<file path="src/rtl/sram_bus_arbiter.sv">
// Shares one SRAM-like memory port between instruction fetch and data access, returning responses in order.
// Define SRAM_ARB_RR_EN for round-robin arbitration; by default the data side has fixed priority.
module sram_bus_arbiter #(
   parameter int MAX_OUTST = 2,
   parameter int ADDR_W    = 32
) (
   input  logic              clk,
   input  logic              resetn,
   input  logic              i_req,
   input  logic [ADDR_W-1:0] i_addr,
   output logic              i_addr_ok,
   output logic              i_data_ok,
   output logic [31:0]       i_rdata,
   input  logic              d_req,
   input  logic              d_wr,
   input  logic [1:0]        d_size,
   input  logic [3:0]        d_wstrb,
   input  logic [ADDR_W-1:0] d_addr,
   input  logic [31:0]       d_wdata,
   output logic              d_addr_ok,
   output logic              d_data_ok,
   output logic [31:0]       d_rdata,
   output logic              m_req,
   output logic              m_wr,
   output logic [1:0]        m_size,
   output logic [3:0]        m_wstrb,
   output logic [ADDR_W-1:0] m_addr,
   output logic [31:0]       m_wdata,
   input  logic              m_addr_ok,
   input  logic              m_data_ok,
   input  logic [31:0]       m_rdata,
   output logic              err_spur
);
   localparam int PTR_W = (MAX_OUTST > 1) ? $clog2(MAX_OUTST) : 1;
   localparam int CNT_W = $clog2(MAX_OUTST + 1);
   localparam logic [CNT_W-1:0] CNT_MAX  = CNT_W'(MAX_OUTST);
   localparam logic [PTR_W-1:0] PTR_LAST = PTR_W'(MAX_OUTST - 1);

   typedef enum logic [1:0] {IDLE, LOCK_I, LOCK_D} lock_t;

   lock_t                lock_q, lock_d;
   logic [MAX_OUTST-1:0] own_q, own_d;
   logic [PTR_W-1:0]     wr_ptr_q, wr_ptr_d;
   logic [PTR_W-1:0]     rd_ptr_q, rd_ptr_d;
   logic [CNT_W-1:0]     count_q, count_d;
`ifdef SRAM_ARB_RR_EN
   logic                 last_d_q, last_d_d;
`endif

   logic sel_d_side;
   logic sel_vld;
   logic can_accept;
   logic xfer;
   logic pop;
   logic head;

   function automatic logic [PTR_W-1:0] ptr_inc(input logic [PTR_W-1:0] p);
      return (p == PTR_LAST) ? '0 : p + PTR_W'(1);
   endfunction

   // A locked grant keeps presenting its owner until the downstream accepts it.
   always_comb begin
      sel_d_side = 1'b0;
      sel_vld    = 1'b0;
      unique case (lock_q)
         LOCK_I: begin
            sel_d_side = 1'b0;
            sel_vld    = i_req;
         end
         LOCK_D: begin
            sel_d_side = 1'b1;
            sel_vld    = d_req;
         end
         default: begin
`ifdef SRAM_ARB_RR_EN
            sel_d_side = d_req && (!i_req || !last_d_q);
`else
            sel_d_side = d_req;
`endif
            sel_vld    = i_req || d_req;
         end
      endcase
   end

   assign pop        = resetn && m_data_ok && (count_q != '0);
   assign head       = own_q[rd_ptr_q];
   // A pop in the same cycle frees a slot, so a full FIFO may still accept.
   assign can_accept = (count_q != CNT_MAX) || pop;
   assign m_req      = resetn && sel_vld && can_accept;
   assign xfer       = m_req && m_addr_ok;

   assign m_wr    = sel_d_side && d_wr;
   assign m_size  = sel_d_side ? d_size  : 2'd2;
   assign m_wstrb = sel_d_side ? d_wstrb : 4'd0;
   assign m_addr  = sel_d_side ? d_addr  : i_addr;
   assign m_wdata = sel_d_side ? d_wdata : 32'd0;

   assign i_addr_ok = xfer && !sel_d_side;
   assign d_addr_ok = xfer && sel_d_side;
   assign i_data_ok = pop && !head;
   assign d_data_ok = pop && head;
   assign i_rdata   = i_data_ok ? m_rdata : 32'd0;
   assign d_rdata   = d_data_ok ? m_rdata : 32'd0;
   assign err_spur  = resetn && m_data_ok && (count_q == '0);

   always_comb begin
      lock_d   = lock_q;
      own_d    = own_q;
      wr_ptr_d = wr_ptr_q;
      rd_ptr_d = rd_ptr_q;
      count_d  = count_q;
`ifdef SRAM_ARB_RR_EN
      last_d_d = last_d_q;
`endif
      if (lock_q == IDLE) begin
         if (m_req && !m_addr_ok)
            lock_d = sel_d_side ? LOCK_D : LOCK_I;
      end else if (xfer) begin
         lock_d = IDLE;
      end
      if (xfer) begin
         own_d[wr_ptr_q] = sel_d_side;
         wr_ptr_d        = ptr_inc(wr_ptr_q);
`ifdef SRAM_ARB_RR_EN
         last_d_d        = sel_d_side;
`endif
      end
      if (pop)
         rd_ptr_d = ptr_inc(rd_ptr_q);
      if (xfer && !pop)
         count_d = count_q + CNT_W'(1);
      else if (!xfer && pop)
         count_d = count_q - CNT_W'(1);
   end

   always_ff @(posedge clk) begin
      if (!resetn) begin
         lock_q   <= IDLE;
         wr_ptr_q <= '0;
         rd_ptr_q <= '0;
         count_q  <= '0;
`ifdef SRAM_ARB_RR_EN
         last_d_q <= 1'b0;
`endif
      end else begin
         lock_q   <= lock_d;
         wr_ptr_q <= wr_ptr_d;
         rd_ptr_q <= rd_ptr_d;
         count_q  <= count_d;
`ifdef SRAM_ARB_RR_EN
         last_d_q <= last_d_d;
`endif
      end
   end

   // Owner storage is only meaningful below count_q, so it needs no reset.
   always_ff @(posedge clk) begin
      own_q <= own_d;
   end

endmodule
</file>
<file path="config.mk">
export PLATFORM = sky130hd
export DESIGN_NAME = sram_bus_arbiter
export DESIGN_NICKNAME = d
export VERILOG_FILES = /design/src/rtl/sram_bus_arbiter.sv
export SDC_FILE = /design/constraint.sdc
export NUM_CORES = 1
export LEC_CHECK = 0
export ABC_CLOCK_PERIOD_IN_PS = 1900
export BUFFER_PORTS_ARGS = -buffer_cell sky130_fd_sc_hd__clkbuf_2
export CORE_AREA = 3 3 108 110
export DETAILED_ROUTE_END_ITERATION = 6
export DIE_AREA = 0 0 111 113
export HOLD_SLACK_MARGIN = 0.03
export PLACE_DENSITY_LB_ADDON = 0.12
export SETUP_SLACK_MARGIN = 0.05
export SLEW_MARGIN = 40
export SYNTH_ARGS = -nofsm -noshare
export SYNTH_HDL_FRONTEND = slang
export SYNTH_SLANG_ARGS = --single-unit
</file>
<file path="constraint.sdc">
create_clock -name clk -period 1.9 [get_ports clk]
set_clock_uncertainty 0.05 [all_clocks]
set_input_delay 0.38 -clock clk [delete_from_list [all_inputs] [get_ports clk]]
set_output_delay 0.38 -clock clk [all_outputs]
set_load 0.1 [all_outputs]
</file>
==> impl_metrics.csv <==
group,metric,value,unit
detailed_routing,detail-route-antenna-nets,0,
power,switching_power,3.74,mW
timing,hold_violations,0,
floorplan,die-area,12500,um2
synth,ys_seq_elements,8,
placement,hpwlAfterDp,9270,um
clock_tree,clk_pin_slew,0.05,ns
setup_path,critPathMaxFanout,7,
global_routing,track_usage,18.3,%
clock_tree,cts-root-buf,"clkbuf_8",
cells_and_area,nets,736,
timing,max_slew_margin,80.2,%
setup_path,reg2reg_depth,11,
power,power_frac_comb,93.0,%
clock_tree,cts_tree,"built",
floorplan,rows,38,
setup_path,r2r-start,"lock_q[1]$_SDFFE_PN0P_",
global_routing,grt_max_degree,27,
cells_and_area,drive_gt1_share,95.4,%
synth,syn_inst,242,
synth,synth_top_area_share,18.2,%
setup_path,cp_cell_sequence,"inv_2, ha_4, mux2i_4, buf_6, clkbuf_16, buf_16, buf_12, nor2b_4, buf_12",
placement,io_buffers,281,
clock_tree,cts.sinks,8,
cells_and_area,num_antenna_cells,0,
global_routing,grt_overflow,0,
placement,gp_congestion,0.845,
synth,yosysSeqAreaShare,10.9,%
flow_run,maxCapViolCount,0,
timing,whs,0.387,ns
power,power.internal,2.94,mW
clock_tree,clock_latency,0.23,ns
synth,syn_area,1650,um2
synth,synth_area_leaders,"mux2_4, nor2_1, nor2b_1, mux2_2, nand2_1",
setup_path,path_common_cell,"buf_12",
detailed_routing,first_pass_iters,4,
timing,drv_slew,0,
power,switching_share,56.0,%
setup_path,critPathKind,"reg -> out",
timing,setup_viol,136,
detailed_routing,drt-total-wl,12800,um
setup_path,cp-end-kind,"output pin",
timing,fmax,0.422,GHz
run_status,status,"finished with violations",
timing,worstMarginPinSlew,0.297,ns
hold_path,hold_path.class,"in -> reg",
global_routing,antenna_found_initial,0,
power,clkPwrFrac,3.3,%
setup_path,arrival,1.94,ns
floorplan,die_y,113,um
synth,syn-mean-instance-area,6.83,um2
synth,synth_nets,387,
floorplan,die_w,111,um
setup_path,reg2reg_to,"count_q[1]$_SDFFE_PN0P_",
clock_tree,cts_buffers,3,
power,peakVddDrop,643,uV
hold_path,whs_path_depth,3,
setup_path,crit_slowest_cell,"dfxtp_2",
clock_tree,htreeDepth,1,
timing,layout_worst_path_cycle_share,125,%
detailed_routing,drc,0,
floorplan,core,10800,um2
clock_tree,ctsHoldBuffers,0,
run_status,failed_checks,"negative setup slack",
power,seqPwrFrac,3.7,%
setup_path,r2r_setup_slack,-0.22,ns
detailed_routing,vias_per_cell,4.15,
floorplan,io_pins,282,
power,powerDensity,882,nW/um2
hold_path,min_to,"wr_ptr_q$_SDFFE_PN0N_",
global_routing,grt_pass1_vias,3255,
timing,finalCriticalPeriod,2.37,ns
cells_and_area,post-route-util,70.1,%
setup_path,slowest_delay,0.33,ns
detailed_routing,drtIter0Drc,95,
timing,setup_slack,-0.472,ns
hold_path,hp-start,"resetn",
power,leakage,3.41,nW
detailed_routing,avgRoutedWirePerCell,17.6,um
timing,rsz0062_at_grt,"true",
setup_path,cp-start-kind,"flip-flop",
cells_and_area,area_growth,358,%
synth,yosys_warnings,0,
global_routing,grt_pass1_wl,18400,um
clock_tree,clockBufferDepth,2,
synth,synth_top_area_cell,"mux2_4",
setup_path,cp.required,1.47,ns
synth,ys_types,29,
floorplan,initial_utilization,15.3,%
detailed_routing,vias,3027,
## layout by cell type (no fill, tap or decap), drive strengths merged, types with 4 or more instances in the layout
cell / count
buf: 218
clkbuf: 147
dfxtp: 6
ha: 4
inv: 6
mux2: 33
nand2: 36
nor2: 74
nor2b: 39
## sequential cells by signal (all words and copies together), names as in the netlist
signal	cells
count_q	2
lock_q	2
own_q	2
rd_ptr_q	1
wr_ptr_q	1
## critical path, delay by kind of cell, from the launching register on
kind                       cells  cell delay [ns]
adders and majority gates      1             0.25
and+or+nand+nor                1             0.12
DFF                            1             0.33
muxes                          1             0.18
buffers and inverters          6             0.82
## power by group through the flow
stage                     logic [mW]  clock network (mW)  registers [mW]
final                           6.21               0.222           0.245
after global routing            6.38               0.239           0.250
after CTS                       5.90               0.222           0.243
after detailed placement        5.14                   0           0.249
after global placement          5.10                   0           0.246
after floorplan                 3.40                   0           0.241
## what timing repair did
action,4_1_cts,5_1_grt
gates cloned,8,4
endpoints found under the setup margin,142,145
buffers inserted,27,17
pin swaps,71,17
hold endpoints to repair,0,0
resized for setup,174,65
## final cells by class
cell class	instances	area (um2)
sequential	8	194
tap	140	175
timing repair buffer	361	4610
fill	727	3230
inverter	6	27.5
multi-input combinational	211	2510
clock buffer	4	45.0
## worst max-delay path by stage
stage / startpoint / to / slack, ns / depth (start not counted)
2_1_floorplan: rd_ptr_q$_SDFFE_PN0N_ / i_rdata[10] / -0.73 / 3
3_3_place_gp: lock_q[0]$_SDFFE_PN0P_ / m_size[1] / -0.22 / 7
3_5_place_dp: lock_q[1]$_SDFFE_PN0P_ / m_size[1] / -0.26 / 7
4_1_cts: lock_q[1]$_SDFFE_PN0P_ / m_size[1] / -0.50 / 7
5_1_grt: lock_q[0]$_SDFFE_PN0P_ / m_wdata[23] / -0.53 / 9
6_report: lock_q[0]$_SDFFE_PN0P_ / m_wdata[23] / -0.47 / 9
## metrics by stage
stage	setup slack [ns]	cells	TNS [ns]	power (mW)	cell area, um2
final	-0.472	730	-33.62	6.67	7570
after global routing	-0.532	730	-40.98	6.87	7570
after CTS	-0.504	718	-38.31	6.36	7220
after detailed placement	-0.258	679	-14.42	5.39	6090
after global placement	-0.225	679	-11.66	5.35	6090
after floorplan	-0.727	242	-50.56	3.64	2260
## cells in the mapped netlist
cell / number
or3_1: 1
nor2b_1: 39
mux2_2: 13
xor2_1: 3
mux2_4: 20
buf_2: 14
a22o_1: 1
buf_6: 2
a21oi_1: 3
nor2_2: 1
or2_1: 1
mux2i_1: 3
a211oi_2: 1
xnor2_1: 1
buf_4: 1
edfxtp_1: 2
nand2_1: 36
o21ai_0: 2
nand2b_1: 2
nand3_2: 1
nor3b_1: 1
and2_1: 2
nor2_1: 73
inv_1: 6
ha_1: 4
a22oi_1: 1
nor3_1: 1
dfxtp_1: 6
a311oi_2: 1
## layer usage
metal | routed length (um) | vias up | global-route usage, %
li1 | - | 1477 | -
met1 | 4190 | 1409 | 18.6
met5 | 0 | - | 0
met3 | 690 | 12 | 2.67
met2 | 7780 | 129 | 39.4
met4 | 178 | 0 | 2.30
## kinds of logic after synthesis
group | count (synthesis) | synth area share [%]
xor+xnor | 4 | 2.12
flops | 8 | 10.9
compound gates | 9 | 4.16
simple gates | 158 | 43.5
fa+ha+maj | 4 | 3.03
mux | 36 | 28.8
buf+inv | 23 | 7.42
Note: power is estimated with default switching activity, not from simulation.
